## config.mk

```make
export PLATFORM = sky130hd
export DESIGN_NAME = alu_share_ctrl_flat
export DESIGN_NICKNAME = d
export VERILOG_FILES = /design/src/rtl/alu_share_ctrl_pkg.sv /design/src/rtl/alu_share_ctrl_if.sv /design/src/rtl/alu_share_ctrl_rr_arb2.sv /design/src/rtl/alu_share_ctrl.sv /design/src/flat_wrapper.sv
export SDC_FILE = /design/constraint.sdc
export NUM_CORES = 1
export LEC_CHECK = 0
export CORE_AREA = 3 3 231 233
export DETAILED_ROUTE_END_ITERATION = 7
export DIE_AREA = 0 0 234 236
export HOLD_SLACK_MARGIN = 0.03
export PLACE_DENSITY_LB_ADDON = 0.12
export RECOVER_POWER = 25
export SLEW_MARGIN = 20
export SYNTH_ARGS = -nofsm -noshare
export SYNTH_HDL_FRONTEND = slang
export SYNTH_SLANG_ARGS = --single-unit
```

## constraint.sdc

```tcl
create_clock -name CLK -period 2.1 [get_ports CLK]
set_clock_uncertainty 0.2 [all_clocks]
set_input_delay 0.315 -clock CLK [delete_from_list [all_inputs] [get_ports CLK]]
set_output_delay 0.315 -clock CLK [all_outputs]
set_load 0.01 [all_outputs]
```

## src/rtl/alu_share_ctrl_pkg.sv

```systemverilog
`default_nettype none
// ============================================================================
// Module  : alu_pkg
// Brief   : Opcode constants, controller state encoding and opcode legality
//           check shared by the ALU share controller.
// Revision: 1.0 - initial release
// ============================================================================
package alu_pkg;

    localparam logic [3:0] ALU_AND   = 4'h0;
    localparam logic [3:0] ALU_OR    = 4'h1;
    localparam logic [3:0] ALU_ADD   = 4'h2;
    localparam logic [3:0] ALU_SUB   = 4'h6;
    localparam logic [3:0] ALU_PASSB = 4'h7;

    typedef enum logic [1:0] {
        IDLE = 2'd0,
        EXEC = 2'd1,
        RESP = 2'd2
    } state_t;

    function automatic logic is_legal_op(input logic [3:0] ctrl);
        return (ctrl == ALU_AND) || (ctrl == ALU_OR) || (ctrl == ALU_ADD) ||
               (ctrl == ALU_SUB) || (ctrl == ALU_PASSB);
    endfunction

endpackage
`default_nettype wire

```

## src/rtl/alu_share_ctrl_if.sv

```systemverilog
`default_nettype none
// ============================================================================
// Module  : alu_share_ctrl_if
// Brief   : Request/response channels for both requesters plus the shared
//           ALU bus and status of the ALU share controller.
// Revision: 1.0 - initial release
// ============================================================================
interface alu_share_ctrl_if #(
    parameter int WIDTH = 64,
    parameter int CTRLW = 4
) ();

    logic             Req0Valid;
    logic             Req0Ready;
    logic [WIDTH-1:0] Req0A;
    logic [WIDTH-1:0] Req0B;
    logic [CTRLW-1:0] Req0Ctrl;
    logic             Rsp0Valid;
    logic             Rsp0Ready;
    logic [WIDTH-1:0] Rsp0W;
    logic             Rsp0Zero;
    logic             Rsp0Err;

    logic             Req1Valid;
    logic             Req1Ready;
    logic [WIDTH-1:0] Req1A;
    logic [WIDTH-1:0] Req1B;
    logic [CTRLW-1:0] Req1Ctrl;
    logic             Rsp1Valid;
    logic             Rsp1Ready;
    logic [WIDTH-1:0] Rsp1W;
    logic             Rsp1Zero;
    logic             Rsp1Err;

    logic [WIDTH-1:0] AluBusA;
    logic [WIDTH-1:0] AluBusB;
    logic [CTRLW-1:0] AluCtrl;
    logic [WIDTH-1:0] AluBusW;
    logic             AluZero;

    logic             Busy;
    logic             GrantId;

    // Controller side
    modport slave (
        input  Req0Valid, Req0A, Req0B, Req0Ctrl, Rsp0Ready,
        input  Req1Valid, Req1A, Req1B, Req1Ctrl, Rsp1Ready,
        input  AluBusW, AluZero,
        output Req0Ready, Rsp0Valid, Rsp0W, Rsp0Zero, Rsp0Err,
        output Req1Ready, Rsp1Valid, Rsp1W, Rsp1Zero, Rsp1Err,
        output AluBusA, AluBusB, AluCtrl, Busy, GrantId
    );

    // Requester / ALU side
    modport master (
        output Req0Valid, Req0A, Req0B, Req0Ctrl, Rsp0Ready,
        output Req1Valid, Req1A, Req1B, Req1Ctrl, Rsp1Ready,
        output AluBusW, AluZero,
        input  Req0Ready, Rsp0Valid, Rsp0W, Rsp0Zero, Rsp0Err,
        input  Req1Ready, Rsp1Valid, Rsp1W, Rsp1Zero, Rsp1Err,
        input  AluBusA, AluBusB, AluCtrl, Busy, GrantId
    );

endinterface
`default_nettype wire

```

## src/rtl/alu_share_ctrl_rr_arb2.sv

```systemverilog
`default_nettype none
// ============================================================================
// Module  : rr_arb2
// Brief   : Two-way round-robin arbiter; on a tie the requester that did not
//           win last time is granted.
// Revision: 1.0 - initial release
// ============================================================================
module rr_arb2 (
    input  logic valid0,
    input  logic valid1,
    input  logic last,
    output logic grant_valid,
    output logic grant_id
);

    assign grant_valid = valid0 | valid1;
    assign grant_id    = (valid0 && valid1) ? ~last : valid1;

endmodule
`default_nettype wire

```

## src/rtl/alu_share_ctrl.sv

```systemverilog
`default_nettype none
// ============================================================================
// Module  : alu_share_ctrl
// Brief   : Shares one combinational ALU between two requesters with an
//           issue / settle / held-response sequence per operation.
// Revision: 1.0 - initial release
// ============================================================================
module alu_share_ctrl
    import alu_pkg::*;
#(
    parameter int WIDTH = 64,
    parameter int CTRLW = 4
) (
    input  logic            CLK,
    input  logic            ResetL,
    alu_share_ctrl_if.slave bus
);

    state_t           r_state;
    logic             r_lastGrant;
    logic             r_grantId;
    logic             r_busy;
    logic [WIDTH-1:0] r_aluA;
    logic [WIDTH-1:0] r_aluB;
    logic [CTRLW-1:0] r_aluCtrl;
    logic             r_err;

    logic             r_rspValid0;
    logic [WIDTH-1:0] r_rspW0;
    logic             r_rspZero0;
    logic             r_rspErr0;
    logic             r_rspValid1;
    logic [WIDTH-1:0] r_rspW1;
    logic             r_rspZero1;
    logic             r_rspErr1;

    logic             w_grantValid;
    logic             w_grantId;
    logic             w_ready0;
    logic             w_ready1;
    logic             w_accept;
    logic [CTRLW-1:0] w_selCtrl;
    logic [WIDTH-1:0] w_resW;
    logic             w_resZero;
    logic             w_rspDone;

    rr_arb2 u_arb (
        .valid0      (bus.Req0Valid),
        .valid1      (bus.Req1Valid),
        .last        (r_lastGrant),
        .grant_valid (w_grantValid),
        .grant_id    (w_grantId)
    );

    assign w_ready0  = (r_state == IDLE) && w_grantValid && !w_grantId;
    assign w_ready1  = (r_state == IDLE) && w_grantValid &&  w_grantId;
    assign w_accept  = (w_ready0 && bus.Req0Valid) || (w_ready1 && bus.Req1Valid);
    assign w_selCtrl = w_grantId ? bus.Req1Ctrl : bus.Req0Ctrl;

    // An illegal opcode never trusts the ALU output
    assign w_resW    = r_err ? '0   : bus.AluBusW;
    assign w_resZero = r_err ? 1'b1 : bus.AluZero;

    assign w_rspDone = r_grantId ? (r_rspValid1 && bus.Rsp1Ready)
                                 : (r_rspValid0 && bus.Rsp0Ready);

    always_ff @(posedge CLK) begin
        if (!ResetL) begin
            r_state     <= IDLE;
            r_lastGrant <= 1'b1;
            r_grantId   <= 1'b0;
            r_busy      <= 1'b0;
            r_aluA      <= '0;
            r_aluB      <= '0;
            r_aluCtrl   <= '0;
            r_err       <= 1'b0;
            r_rspValid0 <= 1'b0;
            r_rspW0     <= '0;
            r_rspZero0  <= 1'b0;
            r_rspErr0   <= 1'b0;
            r_rspValid1 <= 1'b0;
            r_rspW1     <= '0;
            r_rspZero1  <= 1'b0;
            r_rspErr1   <= 1'b0;
        end else begin
            case (r_state)
                IDLE: begin
                    if (w_accept) begin
                        r_aluA      <= w_grantId ? bus.Req1A : bus.Req0A;
                        r_aluB      <= w_grantId ? bus.Req1B : bus.Req0B;
                        r_aluCtrl   <= w_selCtrl;
                        r_grantId   <= w_grantId;
                        r_lastGrant <= w_grantId;
                        r_err       <= !is_legal_op(w_selCtrl);
                        r_busy      <= 1'b1;
                        r_state     <= EXEC;
                    end
                end
                EXEC: begin
                    if (r_grantId) begin
                        r_rspValid1 <= 1'b1;
                        r_rspW1     <= w_resW;
                        r_rspZero1  <= w_resZero;
                        r_rspErr1   <= r_err;
                    end else begin
                        r_rspValid0 <= 1'b1;
                        r_rspW0     <= w_resW;
                        r_rspZero0  <= w_resZero;
                        r_rspErr0   <= r_err;
                    end
                    r_state <= RESP;
                end
                RESP: begin
                    // Result registers are cleared so an idle channel reads 0
                    if (w_rspDone) begin
                        r_rspValid0 <= 1'b0;
                        r_rspW0     <= '0;
                        r_rspZero0  <= 1'b0;
                        r_rspErr0   <= 1'b0;
                        r_rspValid1 <= 1'b0;
                        r_rspW1     <= '0;
                        r_rspZero1  <= 1'b0;
                        r_rspErr1   <= 1'b0;
                        r_busy      <= 1'b0;
                        r_state     <= IDLE;
                    end
                end
                default: begin
                    r_state <= IDLE;
                end
            endcase
        end
    end

    assign bus.Req0Ready = w_ready0;
    assign bus.Req1Ready = w_ready1;
    assign bus.Rsp0Valid = r_rspValid0;
    assign bus.Rsp0W     = r_rspW0;
    assign bus.Rsp0Zero  = r_rspZero0;
    assign bus.Rsp0Err   = r_rspErr0;
    assign bus.Rsp1Valid = r_rspValid1;
    assign bus.Rsp1W     = r_rspW1;
    assign bus.Rsp1Zero  = r_rspZero1;
    assign bus.Rsp1Err   = r_rspErr1;
    assign bus.AluBusA   = r_aluA;
    assign bus.AluBusB   = r_aluB;
    assign bus.AluCtrl   = r_aluCtrl;
    assign bus.Busy      = r_busy;
    assign bus.GrantId   = r_grantId;

endmodule
`default_nettype wire

```

## src/flat_wrapper.sv

```systemverilog
// flat-port wrapper written by rule: the top's interface ports become plain ports
module alu_share_ctrl_flat import alu_pkg::*;
#(
    parameter int WIDTH = 64,
    parameter int CTRLW = 4
)
  (CLK, ResetL, bus_Req0Valid, bus_Req0A, bus_Req0B, bus_Req0Ctrl, bus_Rsp0Ready, bus_Req1Valid, bus_Req1A, bus_Req1B, bus_Req1Ctrl, bus_Rsp1Ready, bus_AluBusW, bus_AluZero, bus_Req0Ready, bus_Rsp0Valid, bus_Rsp0W, bus_Rsp0Zero, bus_Rsp0Err, bus_Req1Ready, bus_Rsp1Valid, bus_Rsp1W, bus_Rsp1Zero, bus_Rsp1Err, bus_AluBusA, bus_AluBusB, bus_AluCtrl, bus_Busy, bus_GrantId);
  alu_share_ctrl_if #(.WIDTH(WIDTH), .CTRLW(CTRLW)) bus_i ();
  input  logic CLK;
  input  logic ResetL;
  input wire logic [$bits(bus_i.Req0Valid)-1:0] bus_Req0Valid;
  input wire logic [$bits(bus_i.Req0A)-1:0] bus_Req0A;
  input wire logic [$bits(bus_i.Req0B)-1:0] bus_Req0B;
  input wire logic [$bits(bus_i.Req0Ctrl)-1:0] bus_Req0Ctrl;
  input wire logic [$bits(bus_i.Rsp0Ready)-1:0] bus_Rsp0Ready;
  input wire logic [$bits(bus_i.Req1Valid)-1:0] bus_Req1Valid;
  input wire logic [$bits(bus_i.Req1A)-1:0] bus_Req1A;
  input wire logic [$bits(bus_i.Req1B)-1:0] bus_Req1B;
  input wire logic [$bits(bus_i.Req1Ctrl)-1:0] bus_Req1Ctrl;
  input wire logic [$bits(bus_i.Rsp1Ready)-1:0] bus_Rsp1Ready;
  input wire logic [$bits(bus_i.AluBusW)-1:0] bus_AluBusW;
  input wire logic [$bits(bus_i.AluZero)-1:0] bus_AluZero;
  output wire logic [$bits(bus_i.Req0Ready)-1:0] bus_Req0Ready;
  output wire logic [$bits(bus_i.Rsp0Valid)-1:0] bus_Rsp0Valid;
  output wire logic [$bits(bus_i.Rsp0W)-1:0] bus_Rsp0W;
  output wire logic [$bits(bus_i.Rsp0Zero)-1:0] bus_Rsp0Zero;
  output wire logic [$bits(bus_i.Rsp0Err)-1:0] bus_Rsp0Err;
  output wire logic [$bits(bus_i.Req1Ready)-1:0] bus_Req1Ready;
  output wire logic [$bits(bus_i.Rsp1Valid)-1:0] bus_Rsp1Valid;
  output wire logic [$bits(bus_i.Rsp1W)-1:0] bus_Rsp1W;
  output wire logic [$bits(bus_i.Rsp1Zero)-1:0] bus_Rsp1Zero;
  output wire logic [$bits(bus_i.Rsp1Err)-1:0] bus_Rsp1Err;
  output wire logic [$bits(bus_i.AluBusA)-1:0] bus_AluBusA;
  output wire logic [$bits(bus_i.AluBusB)-1:0] bus_AluBusB;
  output wire logic [$bits(bus_i.AluCtrl)-1:0] bus_AluCtrl;
  output wire logic [$bits(bus_i.Busy)-1:0] bus_Busy;
  output wire logic [$bits(bus_i.GrantId)-1:0] bus_GrantId;
  assign bus_i.Req0Valid = bus_Req0Valid;
  assign bus_i.Req0A = bus_Req0A;
  assign bus_i.Req0B = bus_Req0B;
  assign bus_i.Req0Ctrl = bus_Req0Ctrl;
  assign bus_i.Rsp0Ready = bus_Rsp0Ready;
  assign bus_i.Req1Valid = bus_Req1Valid;
  assign bus_i.Req1A = bus_Req1A;
  assign bus_i.Req1B = bus_Req1B;
  assign bus_i.Req1Ctrl = bus_Req1Ctrl;
  assign bus_i.Rsp1Ready = bus_Rsp1Ready;
  assign bus_i.AluBusW = bus_AluBusW;
  assign bus_i.AluZero = bus_AluZero;
  assign bus_Req0Ready = bus_i.Req0Ready;
  assign bus_Rsp0Valid = bus_i.Rsp0Valid;
  assign bus_Rsp0W = bus_i.Rsp0W;
  assign bus_Rsp0Zero = bus_i.Rsp0Zero;
  assign bus_Rsp0Err = bus_i.Rsp0Err;
  assign bus_Req1Ready = bus_i.Req1Ready;
  assign bus_Rsp1Valid = bus_i.Rsp1Valid;
  assign bus_Rsp1W = bus_i.Rsp1W;
  assign bus_Rsp1Zero = bus_i.Rsp1Zero;
  assign bus_Rsp1Err = bus_i.Rsp1Err;
  assign bus_AluBusA = bus_i.AluBusA;
  assign bus_AluBusB = bus_i.AluBusB;
  assign bus_AluCtrl = bus_i.AluCtrl;
  assign bus_Busy = bus_i.Busy;
  assign bus_GrantId = bus_i.GrantId;
  alu_share_ctrl #(.WIDTH(WIDTH), .CTRLW(CTRLW)) u_core (.CLK(CLK), .ResetL(ResetL), .bus(bus_i));
endmodule
```

**After elaboration in Yosys (flattened, before gate mapping)**

Cells that the tools add are included.

- Register bits: 272
- Input bits: 335
- Word-level logic and storage cells: 82

- Equal/unequal tests: 10
- Muxes and demuxes: 30
- Bitwise logic cells: 2
- Reductions and logical operators: 24

Operators with widths:

| operator | number |
|---|---|
| $mux 64 | 6 |
| $pmux 64 s2 | 2 |
| $pmux 1 s2 | 7 |
| $mux 1 | 11 |
| $reduce_and 3->1 | 3 |
| $eq 4x3->1 const B | 2 |
| $logic_and 1x1->1 | 8 |
| $ne 2x1->1 const B | 3 |
| $pmux 2 s3 | 1 |
| $logic_or 1x1->1 | 5 |
| $eq 4x1->1 const B | 1 |
| $eq 4x2->1 const B | 1 |
| $logic_not 4->1 | 1 |
| $mux 2 | 2 |
| $mux 4 | 1 |
| $reduce_and 2->1 | 2 |
| $reduce_bool 2->1 | 2 |
| $eq 2x1->1 const B | 1 |
| $eq 2x2->1 const B | 1 |
| $logic_not 1->1 | 2 |
| $logic_not 2->1 | 1 |
| $ne 2x2->1 const B | 1 |
| $not 1->1 | 1 |
| $or 1x1->1 | 1 |

**Logic depth before layout (Yosys ltp)**

- Depth in word-level cells: 9
- Gate-level depth with buffers: 8
- Gate-level depth less buffers: 6

**Modules after synthesis**

Synthesis repeated with hierarchy kept, for this count alone.

- Cell total of the unflattened synthesis: 957
- Area total of the unflattened synthesis: 10670.2 µm²

Modules (own cells, without submodules):

| module | times used | cells each | area an instance (µm²) | seq. area each (µm²) |
|---|---|---|---|---|
| alu_share_ctrl | 1 | 955 | 10656.5 | 5445.2 |
| rr_arb2 | 1 | 2 | 13.8 | 0.0 |

**Worst setup path before layout**

No wires, ideal clock.

- Path type: register to register
- From: register u_core.r_state[0]
- To: register u_core.r_rspW0[59], in the netlist u_core.bus.Rsp0W[59]
- Setup time: 125 ps
- Data arrival time: 1657 ps
- Data required time: 1775 ps
- Slack: 118 ps
- Cell stages (with the launch flop): 9
- Path buffers: 2
- Clock period less this slack: 1982 ps
- Cell sequence: dfxtp_1 > inv_1 > ha_1 > a21boi_1 > o31ai_4 > buf_4 > buf_2 > nand3_1 > o21ai_0

- Word-level cells in the longest chain between the ends: 3
- Elaborated cells between the ends (all ways): 7

Ends and longest elaborated chain:

| element | RTL line | source |
|---|---|---|
| from (decl) | alu_share_ctrl.sv:19 | `state_t r_state;` |
| from (signal assigned) | alu_share_ctrl.sv:69 | `r_state <= IDLE;` |
| from (signal assigned) | alu_share_ctrl.sv:96 | `r_state <= EXEC;` |
| from (signal assigned) | alu_share_ctrl.sv:111 | `r_state <= RESP;` |
| $eq 2x1->1 or $eq 2x2->1 (tied branches) | alu_share_ctrl.sv:86 | `case (r_state)` |
| $ne 2x2->1 (no line), or another cell as far along | n/a |  |
| $reduce_and 3->1 (no line) | n/a |  |
| to (signal assigned) | alu_share_ctrl.sv:107 | `r_rspW0 <= w_resW;` |
| to (decl) | alu_share_ctrl.sv:29 | `logic [WIDTH-1:0] r_rspW0;` |

Several ways; a longest one is shown, not always the timed one.
A chain may end at the register's enable or synchronous reset.

==> impl_results.md <==
* Critical R2R Launch: u_core.r_state[1]
* Hold Path Sink: u_core.bus.Rsp1W[52]
* Initial drt markers at roughly 400
* RSZ-0062 raised after global routing: false
* Max Fanout on Critical Path at 17
* Clk buf depth at 3
* Worst hold path depth at 3
* Reg2reg setup slack at 0.11 ns
* Vias in the first global route at ~11000
* Critical Path RT at 2.36 ns
* Count leader, synth: dfxtp_1
* CORE AREA at 51400 µm²
* Slew headroom at 0.532
* Post-synth top area cell: dfxtp_1
* Critical-path cell list: dlygate4sd3_1, clkbuf_2, nand2b_1, nor2_4, buf_4, buf_6, nand2_1, o21ai_0
* Syn_nets at 1498
* Mapped cell area at roughly 11000 µm²
* Root buffer cell: clkbuf_16
* Largest net degree at the start of global routing at around 140
* Fin. max-slew vios at 0
* Synth cell types at 33
* # port buffers at 604
* Design Area, Final at 19600 µm²
* Top-level port count at 605
* Row count at 83
* Status: complete, no violations
* Die ar. at approximately 55000 µm²
* Pwr/cell area at 1340 nW/µm²
* Minimum clock period at 2.05 ns
* CP max-delay cell: dlygate4sd3_1
* Crit path DAT at 2.31 ns
* Worst setup margin at between 0.05 and 0.06 ns
* CP peak stage delay at 0.56 ns
* Leakage at 8.48 nW
* Routability cong. at 0.811
* Initial Util at 0.215
* Worst Hold Class: input pin to flop
* Dpl cell area at between 15000 and 20000 µm²
* Number of nets with antenna violations after routing at 0
* Pre-CTS setup slack at -0.265 ns
* Placed cells at 2409
* First drt pass iteration count at 4
* Vert. Die Dim at 236 µm
* Ranking of synthesized cells by area: dfxtp_1 49%, mux2i_1 12%, o211a_1 12%, nand2_1 6.8%, nand3_1 6.0%
* Final setup viols at 0
* Layout cell share with drive strength beyond 1 at 0.0872
* Initial antenna violation count at 12
* Die width at between 200 and 250 µm
* Worst R2R End: u_core.bus.Rsp0W[19]
* Final hold vios at 0
* Vias at 10852
* Post-synth top area share at 0.492
* Grt ovf at 0
* Global-route wire length before repair at 69600 µm
* Number of synthesized flops with an enable pin at 0
* Routed WL at about 49000 µm
* VDD IR max at 0.509 mV
* Tot GR Track Use at 0.167
* Via-to-Cell Ratio at 4.37
* Clock sinks at 272
* Worst Setup End Kind: flop
* Fill count at 5177
* Final HPWL DP at about 38000 µm
* YS warnings at 0
* Slew at the pin with the worst max-slew slack at 0.702 ns
* Mapped Cells at 1158
* CTS tree: yes
* Non-Filler Instances at 2485
* Nets@finish at between 2000 and 2500
* Area growth, synth to finish at 77.1%
* WL/cell at 19.6 µm
* Critical path type: input pin to flop
* Worst reg-to-reg path cell count at 8
* Main synth FF type: dfxtp_1
* Detailed-route DRC error count at 0
* Setup crit start kind: input pin
* Synth Register Bits at 272
* FFs w/ async S/R, synth at 0
* Commonest cells post-synth: 272 x dfxtp_1, 201 x nand2_1, 135 x mux2i_1
* Num CTS Buffers at 36
* H-tree depth at 2
* Max Clk Rate at 0.488 GHz
* Max Cap Viol at 0
* Worst-path clk slew at 0.05 ns
* Min-delay src: bus_AluBusW[52]
* Mean area per synthesized cell at 9.56 µm²
* Final period util at 0.975
* Worst-Skew Late Latency at 0.54 ns
* Sequential area share after synthesis at 0.492
[where the power goes]
part / internal (mW) / total, mW / switching [mW]
Clock: 3.74 / 6.12 / 2.38
Sequential: 6.94 / 7.88 / 0.941
Combinational: 6.38 / 12.2 / 5.80
Total: 17.1 / 26.2 / 9.13
[per-stage QoR]
stage          hold WS [ns]  TNS (ns)  power [mW]   util
2_1_floorplan         0.251         0        13.0      -
3_3_place_gp          0.245    -27.25        20.2  0.358
3_5_place_dp          0.250    -31.74        20.3  0.358
4_1_cts               0.102         0        26.6  0.381
5_1_grt               0.133         0        27.9  0.381
6_report              0.147         0        26.2  0.382
[layer usage]
layer / global-route usage / share of wire
met1: 0.186 / 0.39
met2: 0.297 / 0.50
met4: 0.0399 / 0.016
met5: 0 / 0.0013
met3: 0.0632 / 0.092
[cell usage in the layout (no fill, tap or decap), drive strengths merged]
master	netlist	final
inv	3	5
o311ai	1	1
clkdlybuf4s50	0	591
nor3b	1	1
clkinv	0	6
nand2b	2	2
bufinv	0	2
mux2	1	1
a211oi	1	1
and2	1	1
mux2i	135	135
nand3	133	133
clkdlybuf4s15	0	1
o221a	1	1
dfxtp	272	272
and3b	1	1
nand2	201	201
dlygate4sd2	0	4
nor4	1	1
diode	0	4
a21boi	2	2
buf	46	74
o21ai	136	136
a21oi	3	3
dlygate4sd3	0	6
nor2b	4	4
ha	5	5
clkinvlp	0	2
nor2	5	5
nor3	1	1
o211a	132	132
a32o	1	1
a31o	1	1
clkbuf	64	65
o31ai	1	1
and3	3	3
[worst max-delay path: cells and delay by family]
family                 cells  cell delay [ns]
AOI/OAI and AO/OA          1             0.16
and+or+nand+nor            3             0.51
buffers and inverters      4             1.32
[layout make-up]
cell class                      instances  area (µm²)  share of cell area
Sequential cell                       272        5450               0.278
Timing Repair Buffer                  688        7000               0.357
Inverter                                3        13.8            0.000702
Antenna cell                            4        10.0            0.000510
Clock buffer                           53        1060              0.0538
Tap cell                              680         851              0.0434
Multi-Input combinational cell        773        5110               0.260
Clock inverter                         12         126             0.00644
[registers in the layout, summed over array words and instances (netlist names), 2 cells and up]
register,cells
u_core.bus.AluBusA,64
u_core.bus.AluBusB,64
u_core.bus.AluCtrl,4
u_core.bus.Rsp0W,64
u_core.bus.Rsp1W,64
u_core.r_state,2
[timing repair]
action                                  4_1_cts  5_1_grt
hold buffers                                  1        0
hold endpoints to repair                     10        0
setup buffers                                 1        3
cloned                                        0        2
endpoints found under the setup margin        6       81
pin swaps                                     2        5
resized for setup                            17        5
[cell families (layout without fill, tap and decap cells)]
family          Yosys count  in the layout  synth area share
simple gates            353            353             0.139
compound gates          279            279             0.191
flops                   272            272             0.492
mux                     136            136             0.123
buf+inv                 113            756            0.0499
fa+ha+maj                 5              5           0.00565
other cells               0              4                 0
[worst max-delay path by stage]
| stage | start | end | slack [ns] | cells past startpoint |
|---|---|---|---|---|
| floorplan | u_core.r_state[0] | u_core.bus.Rsp0W[59] | 0.12 | 8 |
| global placement | bus_Req0Valid | u_core.bus.AluBusB[26] | -0.22 | 7 |
| detailed placement | bus_Req0Valid | u_core.bus.AluBusB[26] | -0.26 | 7 |
| CTS | u_core.bus.AluBusA[23] | bus_AluBusA[23] | 0.0002 | 1 |
| global route | u_core.r_state[1] | u_core.bus.Rsp0W[21] | 0.003 | 8 |
| finish | ResetL | u_core.bus.Rsp0W[19] | 0.05 | 8 |
No activity file was read; power rests on OpenSTA's default activity.
